[src/rtl/stone_plotter_pkg.sv]
`default_nettype none
// ============================================================================
//  Module      : stone_plotter_pkg
//  Description : Shared encodings for the board-cell plotter: drawing modes,
//                default palette, FSM states and colour selectors.
//  Revision    : 1.0 - initial release
// ============================================================================
package stone_plotter_pkg;

    // Drawing modes as presented on the request bus
    typedef enum logic [1:0] {
        MODE_BLACK  = 2'b00,
        MODE_WHITE  = 2'b01,
        MODE_ERASE  = 2'b10,
        MODE_CURSOR = 2'b11
    } mode_e;

    // Default palette (3-bit RGB as accepted by vga_adapter)
    localparam logic [2:0] C_BLACK_COL  = 3'b000;
    localparam logic [2:0] C_WHITE_COL  = 3'b111;
    localparam logic [2:0] C_BG_COL     = 3'b110;
    localparam logic [2:0] C_GRID_COL   = 3'b000;
    localparam logic [2:0] C_CURSOR_COL = 3'b100;

    // Plotter sequencing
    typedef enum logic [1:0] {
        ST_IDLE = 2'd0,
        ST_DRAW = 2'd1,
        ST_DONE = 2'd2
    } state_e;

    // Which palette entry a pixel uses; resolved to a colour in the top
    typedef enum logic [2:0] {
        SEL_BLACK  = 3'd0,
        SEL_WHITE  = 3'd1,
        SEL_BG     = 3'd2,
        SEL_GRID   = 3'd3,
        SEL_CURSOR = 3'd4
    } colour_sel_e;

endpackage
`default_nettype wire

[src/rtl/stone_plotter_if.sv]
`default_nettype none
// ============================================================================
//  Module      : stone_plotter_if
//  Description : Request/status handshake from the game FSM plus the pixel
//                write port toward vga_adapter.
//  Revision    : 1.0 - initial release
// ============================================================================
interface stone_plotter_if #(
    parameter int BOARD_DIM = 15
);
    localparam int RC_W = (BOARD_DIM > 1) ? $clog2(BOARD_DIM) : 1;

    logic            req;
    logic [RC_W-1:0] row;
    logic [RC_W-1:0] col;
    logic [1:0]      mode;
    logic            busy;
    logic            done;
    logic            err;
    logic [7:0]      x;
    logic [6:0]      y;
    logic [2:0]      colour;
    logic            plot;

    // Requester side (game FSM / testbench)
    modport master (
        output req, row, col, mode,
        input  busy, done, err, x, y, colour, plot
    );

    // Plotter side
    modport slave (
        input  req, row, col, mode,
        output busy, done, err, x, y, colour, plot
    );
endinterface
`default_nettype wire

[src/rtl/stone_plotter_mask.sv]
`default_nettype none
// ============================================================================
//  Module      : stone_mask
//  Description : Per-pixel shape logic. Maps the offset (dx,dy) inside the
//                stone square and the drawing mode to a plot enable and a
//                palette selector. Optional round stones: ROUND_STONE_EN.
//  Revision    : 1.0 - initial release
// ============================================================================
module stone_mask
    import stone_plotter_pkg::*;
#(
    parameter int CELL_PX  = 8,
    parameter int STONE_PX = 6
) (
    input  wire logic [8:0]  i_dx,
    input  wire logic [8:0]  i_dy,
    input  wire mode_e       i_mode,
    output logic             o_plot_en,
    output colour_sel_e      o_colour_sel
);
    localparam logic [8:0] OFF  = 9'((CELL_PX - STONE_PX) / 2);
    localparam logic [8:0] MID  = 9'(CELL_PX / 2);
    localparam logic [8:0] LAST = 9'(STONE_PX - 1);

    logic w_on_grid;
    logic w_on_edge;
    logic w_corner_cut;

    // Grid lines run through the cell centre; the perimeter is the cursor box
    assign w_on_grid = ((i_dx + OFF) == MID) || ((i_dy + OFF) == MID);
    assign w_on_edge = (i_dx == 9'd0) || (i_dx == LAST) ||
                       (i_dy == 9'd0) || (i_dy == LAST);

`ifdef ROUND_STONE_EN
    localparam logic [8:0] QUARTER = 9'(STONE_PX / 4);
    logic [8:0] w_min_x;
    logic [8:0] w_min_y;
    // Manhattan distance to the nearest corner decides which pixels are cut
    assign w_min_x      = (i_dx < (LAST - i_dx)) ? i_dx : (LAST - i_dx);
    assign w_min_y      = (i_dy < (LAST - i_dy)) ? i_dy : (LAST - i_dy);
    assign w_corner_cut = (w_min_x + w_min_y) < QUARTER;
`else
    assign w_corner_cut = 1'b0;
`endif

    // Mode-dependent enable and palette choice
    always_comb begin
        o_plot_en    = 1'b1;
        o_colour_sel = SEL_BLACK;
        case (i_mode)
            MODE_BLACK: begin
                o_colour_sel = SEL_BLACK;
                o_plot_en    = ~w_corner_cut;
            end
            MODE_WHITE: begin
                o_colour_sel = SEL_WHITE;
                o_plot_en    = ~w_corner_cut;
            end
            MODE_ERASE: begin
                o_colour_sel = w_on_grid ? SEL_GRID : SEL_BG;
            end
            MODE_CURSOR: begin
                o_colour_sel = SEL_CURSOR;
                o_plot_en    = w_on_edge;
            end
            default: begin
                o_colour_sel = SEL_BG;
            end
        endcase
    end
endmodule
`default_nettype wire

[src/rtl/stone_plotter.sv]
`default_nettype none
// ============================================================================
//  Module      : stone_plotter
//  Description : Draws one board cell (black, white, erase, cursor) onto the
//                160x120 vga_adapter plot port, one pixel per clock.
//                Optional feature macro: ROUND_STONE_EN (round stones).
//  Revision    : 1.0 - initial release
// ============================================================================
module stone_plotter
    import stone_plotter_pkg::*;
#(
    parameter int         BOARD_DIM  = 15,
    parameter int         CELL_PX    = 8,
    parameter int         STONE_PX   = 6,
    parameter int         ORIGIN_X   = 20,
    parameter int         ORIGIN_Y   = 0,
    parameter logic [2:0] BLACK_COL  = C_BLACK_COL,
    parameter logic [2:0] WHITE_COL  = C_WHITE_COL,
    parameter logic [2:0] BG_COL     = C_BG_COL,
    parameter logic [2:0] GRID_COL   = C_GRID_COL,
    parameter logic [2:0] CURSOR_COL = C_CURSOR_COL
) (
    input  wire logic        CLOCK_50,
    input  wire logic        resetn,
    stone_plotter_if.slave   bus
);
    localparam logic [8:0] OFF  = 9'((CELL_PX - STONE_PX) / 2);
    localparam logic [8:0] LAST = 9'(STONE_PX - 1);

    state_e      r_state;
    mode_e       r_mode;
    logic [8:0]  r_bx;
    logic [8:0]  r_by;
    logic [8:0]  r_dx;
    logic [8:0]  r_dy;
    logic        r_busy;
    logic        r_done;
    logic        r_err;
    logic [7:0]  r_x;
    logic [6:0]  r_y;
    logic [2:0]  r_colour;
    logic        r_plot;

    logic        w_idle;
    logic        w_in_range;
    logic        w_last_dx;
    logic        w_last_px;
    logic [8:0]  w_ndx;
    logic [8:0]  w_ndy;
    logic [8:0]  w_new_bx;
    logic [8:0]  w_new_by;
    logic [8:0]  w_base_x;
    logic [8:0]  w_base_y;
    logic [7:0]  w_px_x;
    logic [6:0]  w_px_y;
    mode_e       w_mask_mode;
    logic        w_plot_en;
    colour_sel_e w_sel;
    logic [2:0]  w_colour;

    assign w_idle     = (r_state == ST_IDLE);
    assign w_in_range = (9'(bus.row) < 9'(BOARD_DIM)) && (9'(bus.col) < 9'(BOARD_DIM));

    // Base corner of the stone square for an incoming request
    assign w_new_bx = 9'(ORIGIN_X) + 9'(bus.col) * 9'(CELL_PX) + OFF;
    assign w_new_by = 9'(ORIGIN_Y) + 9'(bus.row) * 9'(CELL_PX) + OFF;

    // Raster step: dx inner, dy outer; in IDLE the next pixel is (0,0)
    assign w_last_dx = (r_dx == LAST);
    assign w_last_px = w_last_dx && (r_dy == LAST);
    assign w_ndx     = w_idle ? 9'd0 : (w_last_dx ? 9'd0 : r_dx + 9'd1);
    assign w_ndy     = w_idle ? 9'd0 : (w_last_dx ? r_dy + 9'd1 : r_dy);

    // The first pixel is produced on the accepting edge, before inputs are latched
    assign w_base_x    = w_idle ? w_new_bx : r_bx;
    assign w_base_y    = w_idle ? w_new_by : r_by;
    assign w_mask_mode = w_idle ? mode_e'(bus.mode) : r_mode;
    assign w_px_x      = 8'(w_base_x + w_ndx);
    assign w_px_y      = 7'(w_base_y + w_ndy);

    stone_mask #(
        .CELL_PX  (CELL_PX),
        .STONE_PX (STONE_PX)
    ) u_mask (
        .i_dx         (w_ndx),
        .i_dy         (w_ndy),
        .i_mode       (w_mask_mode),
        .o_plot_en    (w_plot_en),
        .o_colour_sel (w_sel)
    );

    // Resolve the palette selector to the configured colour
    always_comb begin
        w_colour = BG_COL;
        case (w_sel)
            SEL_BLACK:  w_colour = BLACK_COL;
            SEL_WHITE:  w_colour = WHITE_COL;
            SEL_BG:     w_colour = BG_COL;
            SEL_GRID:   w_colour = GRID_COL;
            SEL_CURSOR: w_colour = CURSOR_COL;
            default:    w_colour = BG_COL;
        endcase
    end

    // Sequencer: accept, raster the square, pulse done; all outputs registered
    always_ff @(posedge CLOCK_50) begin
        if (!resetn) begin
            r_state  <= ST_IDLE;
            r_mode   <= MODE_BLACK;
            r_bx     <= 9'd0;
            r_by     <= 9'd0;
            r_dx     <= 9'd0;
            r_dy     <= 9'd0;
            r_busy   <= 1'b0;
            r_done   <= 1'b0;
            r_err    <= 1'b0;
            r_x      <= 8'd0;
            r_y      <= 7'd0;
            r_colour <= 3'd0;
            r_plot   <= 1'b0;
        end else begin
            r_done <= 1'b0;
            r_err  <= 1'b0;
            r_plot <= 1'b0;
            case (r_state)
                ST_IDLE: begin
                    if (bus.req) begin
                        r_mode <= mode_e'(bus.mode);
                        r_bx   <= w_new_bx;
                        r_by   <= w_new_by;
                        if (w_in_range) begin
                            r_state  <= ST_DRAW;
                            r_busy   <= 1'b1;
                            r_dx     <= w_ndx;
                            r_dy     <= w_ndy;
                            r_x      <= w_px_x;
                            r_y      <= w_px_y;
                            r_colour <= w_colour;
                            r_plot   <= w_plot_en;
                        end else begin
                            // Bad cell: report immediately, draw nothing
                            r_state <= ST_DONE;
                            r_done  <= 1'b1;
                            r_err   <= 1'b1;
                        end
                    end
                end
                ST_DRAW: begin
                    if (w_last_px) begin
                        r_state <= ST_DONE;
                        r_busy  <= 1'b0;
                        r_done  <= 1'b1;
                    end else begin
                        r_dx     <= w_ndx;
                        r_dy     <= w_ndy;
                        r_x      <= w_px_x;
                        r_y      <= w_px_y;
                        r_colour <= w_colour;
                        r_plot   <= w_plot_en;
                    end
                end
                ST_DONE: begin
                    // Requests arriving here are dropped, not queued
                    r_state <= ST_IDLE;
                end
                default: begin
                    r_state <= ST_IDLE;
                    r_busy  <= 1'b0;
                end
            endcase
        end
    end

    assign bus.busy   = r_busy;
    assign bus.done   = r_done;
    assign bus.err    = r_err;
    assign bus.x      = r_x;
    assign bus.y      = r_y;
    assign bus.colour = r_colour;
    assign bus.plot   = r_plot;
endmodule
`default_nettype wire

[src/flat_wrapper.sv]
// flat-port wrapper written by rule: the top's interface ports become plain ports
module stone_plotter_flat import stone_plotter_pkg::*;
#(
    parameter int         BOARD_DIM  = 15,
    parameter int         CELL_PX    = 8,
    parameter int         STONE_PX   = 6,
    parameter int         ORIGIN_X   = 20,
    parameter int         ORIGIN_Y   = 0,
    parameter logic [2:0] BLACK_COL  = C_BLACK_COL,
    parameter logic [2:0] WHITE_COL  = C_WHITE_COL,
    parameter logic [2:0] BG_COL     = C_BG_COL,
    parameter logic [2:0] GRID_COL   = C_GRID_COL,
    parameter logic [2:0] CURSOR_COL = C_CURSOR_COL
)
  (CLOCK_50, resetn, bus_req, bus_row, bus_col, bus_mode, bus_busy, bus_done, bus_err, bus_x, bus_y, bus_colour, bus_plot);
  stone_plotter_if #(.BOARD_DIM(BOARD_DIM)) bus_i ();
  input  wire logic CLOCK_50;
  input  wire logic resetn;
  input wire logic [$bits(bus_i.req)-1:0] bus_req;
  input wire logic [$bits(bus_i.row)-1:0] bus_row;
  input wire logic [$bits(bus_i.col)-1:0] bus_col;
  input wire logic [$bits(bus_i.mode)-1:0] bus_mode;
  output wire logic [$bits(bus_i.busy)-1:0] bus_busy;
  output wire logic [$bits(bus_i.done)-1:0] bus_done;
  output wire logic [$bits(bus_i.err)-1:0] bus_err;
  output wire logic [$bits(bus_i.x)-1:0] bus_x;
  output wire logic [$bits(bus_i.y)-1:0] bus_y;
  output wire logic [$bits(bus_i.colour)-1:0] bus_colour;
  output wire logic [$bits(bus_i.plot)-1:0] bus_plot;
  assign bus_i.req = bus_req;
  assign bus_i.row = bus_row;
  assign bus_i.col = bus_col;
  assign bus_i.mode = bus_mode;
  assign bus_busy = bus_i.busy;
  assign bus_done = bus_i.done;
  assign bus_err = bus_i.err;
  assign bus_x = bus_i.x;
  assign bus_y = bus_i.y;
  assign bus_colour = bus_i.colour;
  assign bus_plot = bus_i.plot;
  stone_plotter #(.BOARD_DIM(BOARD_DIM), .CELL_PX(CELL_PX), .STONE_PX(STONE_PX), .ORIGIN_X(ORIGIN_X), .ORIGIN_Y(ORIGIN_Y), .BLACK_COL(BLACK_COL), .WHITE_COL(WHITE_COL), .BG_COL(BG_COL), .GRID_COL(GRID_COL), .CURSOR_COL(CURSOR_COL)) u_core (.CLOCK_50(CLOCK_50), .resetn(resetn), .bus(bus_i));
endmodule
[config.mk]
export PLATFORM = sky130hd
export DESIGN_NAME = stone_plotter_flat
export DESIGN_NICKNAME = d
export VERILOG_FILES = /design/src/rtl/stone_plotter_pkg.sv /design/src/rtl/stone_plotter_if.sv /design/src/rtl/stone_plotter_mask.sv /design/src/rtl/stone_plotter.sv /design/src/flat_wrapper.sv
export SDC_FILE = /design/constraint.sdc
export NUM_CORES = 1
export LEC_CHECK = 0
export BUFFER_PORTS_ARGS = -buffer_cell sky130_fd_sc_hd__buf_2
export CAP_MARGIN = 10
export CORE_MARGIN = 2
export CORE_UTILIZATION = 55
export CTS_CLUSTER_SIZE = 12
export DETAILED_ROUTE_END_ITERATION = 10
export PLACE_DENSITY = 0.84
export SYNTH_ARGS = -nofsm -noshare
export SYNTH_HDL_FRONTEND = slang
export SYNTH_SLANG_ARGS = --single-unit
[constraint.sdc]
create_clock -name CLOCK_50 -period 4.3 [get_ports CLOCK_50]
set_clock_uncertainty 0.15 [all_clocks]
set_input_delay 0.215 -clock CLOCK_50 [delete_from_list [all_inputs] [get_ports CLOCK_50]]
set_output_delay 0.215 -clock CLOCK_50 [all_outputs]
set_load 0.05 [all_outputs]
=== Word level (Yosys, flattened, before mapping) ===
Index checks and enable logic that the tools add are counted.

* RAM bits: 0
* Bits in latches: 0
* Register bits: 59
* Input bits: 13
* Memories kept: 0
* ROM bits: 0

* Equal/unequal tests: 18
* $add $sub $neg: 9
* Order comparisons: 2
* Shift-type cells: 0
* Multiply operators: 0
* Bitwise logic cells: 1
* Reduce and logical (&&, ||, !) cells: 18
* Div/mod/pow operators: 0
* Multiplexer cells: 47

{| class="wikitable"
|+ Operator list
! cell !! number
|-
| $mux W9 || 10
|-
| $eq A9 B3 Y1 const B || 6
|-
| $add A9 B1 Y9 const B || 4
|-
| $pmux W9 S2 || 2
|-
| $mux W8 || 4
|-
| $mux W7 || 4
|-
| $logic_not A9 Y1 || 2
|-
| $pmux W8 S2 || 1
|-
| $pmux W7 S2 || 1
|-
| $pmux W3 S4 || 1
|-
| $mux W1 || 11
|-
| $mux W3 || 3
|-
| $pmux W3 S3 || 1
|-
| $add A5 B7 Y8 const A || 1
|-
| $add A8 B1 Y8 const B || 1
|-
| $add A8 B8 Y8 || 1
|-
| $lt A4 B4 Y1 const B || 2
|-
| $mux W2 || 4
|-
| $reduce_and A4 Y1 || 2
|-
| $add A7 B1 Y7 const B || 1
|-
| $add A7 B7 Y7 || 1
|-
| $eq A2 B2 Y1 const B || 3
|-
| $ne A2 B2 Y1 const B || 3
|-
| $pmux W3 S2 || 1
|-
| other kinds (16) || 25
|}

=== Logic depth before layout (Yosys ltp) ===
* Depth in word-level cells: 14
* Depth in mapped cells: 15

=== Modules after synthesis ===
From an unflattened synthesis, not the netlist that was laid out.

* Cell total of the unflattened synthesis: 442
* Area, all modules: 3311.9 µm²

{| class="wikitable"
|+ By module, submodules not included
! module !! area an instance (µm²) !! cells an instance !! instances !! sequential area each (µm²)
|-
| stone_plotter || 3193.1 || 424 || 1 || 1081.0
|-
| stone_mask || 118.9 || 18 || 1 || 0.0
|}

=== Worst setup path after synthesis ===
No wires, ideal clock.

* Kind: flip-flop to flip-flop
* Start: reg u_core.r_state[1]
* End: reg u_core.r_y[6] (netlist: u_core.bus.y[6])
* Library setup time: 0.086 ns
* Clock period less this slack: 3.724 ns
* Cell stages (with the launch flop): 16
* Path slack: 0.576 ns
* Data arrival time: 3.489 ns
* Cells stage by stage: dfxtp_1 > clkbuf_1 > or2_1 > clkbuf_1 > clkbuf_1 > clkbuf_1 > nand2_1 > mux2i_1 > ha_1 > o2111ai_1 > a31oi_1 > a211o_1 > maj3_1 > maj3_1 > xnor2_1 > a211oi_1

* Longest elaborated chain between the ends: 6
* Elaborated cells between the ends (all ways): 14
* Those cells by class: 1 x add/sub; 4 x eq/ne; 6 x mux; 3 x reduce/logical

{| class="wikitable"
|+ RTL lines
! what !! line !! source
|-
| start: declaration || stone_plotter.sv:30 || <nowiki>state_e r_state;</nowiki>
|-
| start signal: assignment || stone_plotter.sv:108 || <nowiki>r_state <= ST_IDLE;</nowiki>
|-
| start signal: assignment || stone_plotter.sv:132 || <nowiki>r_state <= ST_DRAW;</nowiki>
|-
| start signal: assignment || stone_plotter.sv:142 || <nowiki>r_state <= ST_DONE;</nowiki>
|-
| $logic_not A2 Y1 (*) || stone_plotter.sv:61 || <nowiki>assign w_idle = (r_state == ST_IDLE);</nowiki>
|-
| $mux W9 (*) || stone_plotter.sv:72 || <nowiki>assign w_ndy = w_idle ? 9'd0 : (w_last_dx ? r_dy + 9'd1 : r_dy);</nowiki>
|-
| named net u_core.u_mask.i_dy[3] || stone_plotter_mask.sv:16 || <nowiki>input wire logic [8:0] i_dy,</nowiki>
|-
| $add A7 B7 Y7 (*) || stone_plotter.sv:79 || <nowiki>assign w_px_y = 7'(w_base_y + w_ndy);</nowiki>
|-
| $mux W7 || stone_plotter.sv:131 || <nowiki>if (w_in_range) begin</nowiki>
|-
| $mux W7 || stone_plotter.sv:127 || <nowiki>if (bus.req) begin</nowiki>
|-
| $pmux W7 S2 (*) || stone_plotter.sv:125 || <nowiki>case (r_state)</nowiki>
|-
| end signal: assignment || stone_plotter.sv:137 || <nowiki>r_y <= w_px_y;</nowiki>
|-
| end signal: assignment || stone_plotter.sv:157 || <nowiki>r_y <= w_px_y;</nowiki>
|-
| end: declaration || stone_plotter.sv:40 || <nowiki>logic [6:0] r_y;</nowiki>
|}

Mark *: on every way through the listed nets, which the timed path passes. The rest lies on a longest branch. The select of a mux whose other input is x is not followed.
A chain may end at the register's enable or synchronous reset.

=== Worst setup path in the final report ===
* Start: reg u_core.r_dx[2]
* End: reg u_core.r_y[6] (netlist: u_core.bus.y[6])

* Longest elaborated chain between the ends: 7
* Elaborated cells between the ends (all ways): 11
* Those cells by class: 1 x add/sub; 2 x eq/ne; 6 x mux; 2 x reduce/logical

{| class="wikitable"
|+ RTL lines
! what !! line !! source
|-
| start: declaration || stone_plotter.sv:34 || <nowiki>logic [8:0] r_dx;</nowiki>
|-
| start signal: assignment || stone_plotter.sv:134 || <nowiki>r_dx <= w_ndx;</nowiki>
|-
| start signal: assignment || stone_plotter.sv:154 || <nowiki>r_dx <= w_ndx;</nowiki>
|-
| $eq A9 B3 Y1 (*) || stone_plotter.sv:69 || <nowiki>assign w_last_dx = (r_dx == LAST);</nowiki>
|-
| $mux W9 (2 in a row) || stone_plotter.sv:72 ||
|-
| $add A7 B7 Y7 || stone_plotter.sv:79 ||
|-
| $mux W7 || stone_plotter.sv:131 ||
|-
| $mux W7 || stone_plotter.sv:127 ||
|-
| $pmux W7 S2 || stone_plotter.sv:125 ||
|}

Every way passes the cells marked *; elsewhere a longest branch is shown, timed or not. The select of a mux whose other input is x is not followed.

==> flow_metrics.py <==
metrics = {
    "outcome": {
        "status": "finished with violations",
        "violations": "negative hold slack",
    },
    "clock_network": {
        "htree_num_levels": 2,
        "cts_tree": "done",
        "clock_latency_ns": 0.32,
        "clk_pin_slew_ns": 0.10,
        "cts_sinks": 54,
        "cts_resized": 0,
        "cts_made_buffers": 5,
        "ctsRootBufferMaster": "clkbuf_8",
        "clock_path_buffers": 2,
        "postCtsSetupBuffers": 0,
    },
    "setup_path": {
        "crit_start": "u_core.r_dx[2]",
        "critical_path_class": "flop to flop",
        "worstPathRequired_ns": 4.39,
        "r2r-start": "u_core.r_dx[2]",
        "end_kind": "flop",
        "cp-start-kind": "flop",
        "cp_max_fo": 10,
        "r2r_cells": 13,
        "arrival_ns": 4.01,
    },
    "floorplanning": {
        "die_area_um2": 6660,
        "io_pins": 35,
        "initial_utilization_pct": 56.3,
        "die_y_um": 81.6,
        "die_w_um": 81.6,
        "core_um2": 5890,
        "row_count": 28,
    },
    "timing": {
        "max_freq_mhz": 255,
        "final-setup-viol-count": 0,
        "fin_tns_setup_ns": 0,
        "hold_violations": 2,
        "setup_ws_ns": 0.378,
        "worst_slew_margin_rel_pct": 44.4,
        "min_period_over_period_pct": 91.2,
        "hold_slack_ns": -0.00321,
        "maxSlewViolCount": 0,
        "layout_min_cycle_time_ns": 3.92,
        "rsz0062_at_grt": "false",
        "tightest_slew_ns": 0.831,
    },
    "routing": {
        "viasPerCell": 6.14,
        "drc": 0,
        "final_antenna_net_count": 0,
        "drt-wirelength-per-cell_um": 16.2,
        "drt_iter0_markers": 339,
        "wl_mm": 8.58,
        "vias": 3250,
        "drt_first_pass_iters": 5,
    },
    "yosys": {
        "synth.most_common_cell": "nand2_1",
        "syn_area_um2": 3310,
        "synthTopCellsByCount": "nand2_1, dfxtp_1, a21oi_1",
        "syn-instance-count": 431,
        "yosysUniqueCellTypes": 61,
        "synth_edf_count": 0,
        "ys_seq_area_share_pct": 32.6,
        "yosys_most_used_dff": "dfxtp_1",
        "synth_seq_cells": 54,
        "synth_area_per_cell_um2": 7.69,
        "yosys_warnings": 0,
        "yosys-top-cells-area": "dfxtp_1, nand2_1, a21oi_1, xnor2_1, nor2_1",
        "syn_nets": 453,
        "yosys.area.top_type": "dfxtp_1",
        "async_flop_share_pct": 0,
        "yosysTopAreaCellShare_pct": 32.6,
    },
    "placed_design": {
        "port_buffers": 34,
        "dpl_worst_slack_ns": 0.469,
        "globalplace.congestion": 0.955,
        "place_area_um2": 3500,
        "dpl.hpwl_mm": 6.17,
        "place_inst": 517,
    },
    "grt": {
        "grt_max_degree": 47,
        "grt_pass1_vias": 2904,
        "overflow": 0,
        "grt_first_pass_wirelength_mm": 13.8,
        "antenna_found_initial": 0,
        "grt_usage_pct": 26.5,
    },
    "finish": {
        "diodes": 0,
        "layout-drive-gt1-share_pct": 13.9,
        "syn_to_final_growth_pct": 9.89,
        "design_area_um2": 3640,
        "nNetsFinal": 475,
        "instances_no_fill": 529,
        "fin_util_pct": 61.9,
    },
    "hold_path": {
        "hold_class": "input port to flop",
        "hold_path_startpoint": "bus_mode[0]",
        "hold_depth": 3,
    },
    "power_and_ir_drop": {
        "p_leak_nw": 1.39,
        "ir_worst_vdd_mv": 0.249,
        "powerDensity_nw_per_um2": 317,
    },
    "job": {
        "maxCapViolCount": 0,
    },
}
## registers in the layout, indices dropped and copies added, names as in the netlist, 2 cells and up
register           cells
u_core.r_state         2
u_core.r_bx            5
u_core.r_dx            9
u_core.bus.y           7
u_core.r_dy            9
u_core.r_mode          2
u_core.bus.colour      3
u_core.r_by            5
u_core.bus.x           8
## per-layer routing
layer  wire length [µm]  GRT usage (%)  vias up
li1                   -              -     1572
met1               3700           35.1     1504
met2               4050           42.2      150
met3                567           4.40       24
met4                271           12.3        0
met5                  0              0        -
## final cells by class
class	instances	area, µm²
repair buffers	44	255
multi-input cells	339	2080
clock buffers	6	82.6
clock inverters	2	17.5
fillers	484	2240
flip-flops and latches	54	1080
inverters	9	33.8
well taps	75	93.8
## worst max-delay path, cell delays in order (launching register included)
cell	delay, ns
dfxtp_1	0.51
nor4b_2	0.63
nand2_1	0.23
xor2_1	0.27
nor2_1	0.10
and2_1	0.19
ha_1	0.21
o2111ai_1	0.09
a31oi_1	0.06
a211o_1	0.33
maj3_1	0.36
maj3_1	0.37
xnor2_1	0.13
a211oi_1	0.22
## where the power goes
part / total, mW / internal (mW) / switching [mW]
clock network: 0.313 / 0.133 / 0.180
logic: 0.293 / 0.0838 / 0.210
registers: 0.550 / 0.530 / 0.0193
total: 1.16 / 0.747 / 0.409
## cell families after synthesis
logic type / Yosys count / share of synthesized area (%)
adder cells (fa/ha/maj): 12 / 4.34
XOR/XNOR: 27 / 7.13
AND/OR/NAND/NOR: 193 / 29.2
buffers and inverters: 38 / 4.83
flip-flops: 54 / 32.6
multiplexers: 9 / 2.72
AO/OA/AOI/OAI: 98 / 19.2
## worst paths after layout
path / endpoint / slack (ns)
max: u_core.bus.y[6] / 0.38
min: u_core.r_mode[0] / -0.003
max reg2reg: u_core.bus.y[6] / 0.38
min reg2reg: u_core.bus.y[1] / 0.31
## cells in the final DEF (no fill, tap or decap), types with 3 or more instances in the layout
cell / count
nand2_1: 78
dfxtp_1: 54
a21oi_1: 41
buf_2: 34
nor2_1: 32
xnor2_1: 19
a211oi_1: 15
nand3_1: 15
o21ai_0: 14
mux2i_1: 9
nor3_1: 9
ha_1: 9
nand4_1: 8
xor2_1: 8
inv_1: 8
nand2b_1: 7
or3_1: 6
clkbuf_8: 6
buf_4: 6
nor4_1: 5
a31oi_1: 5
and2_1: 4
and3_1: 4
dlygate4sd3_1: 4
or4_4: 3
nand4b_1: 3
a211o_1: 3
## repair_timing
action | in CTS | in global routing
hold buffers | 4 | 0
hold endpoints to repair | 4 | 0
setup endpoints to repair | 0 | 0
## through the flow
stage          hold slack (ns)  power, mW
2_1_floorplan            0.161      0.772
3_3_place_gp             0.290      0.839
3_5_place_dp             0.297      0.846
4_1_cts                0.00137       1.15
5_1_grt                 0.0133       1.20
6_report              -0.00321       1.16
No activity file was read; power rests on OpenSTA's default activity.
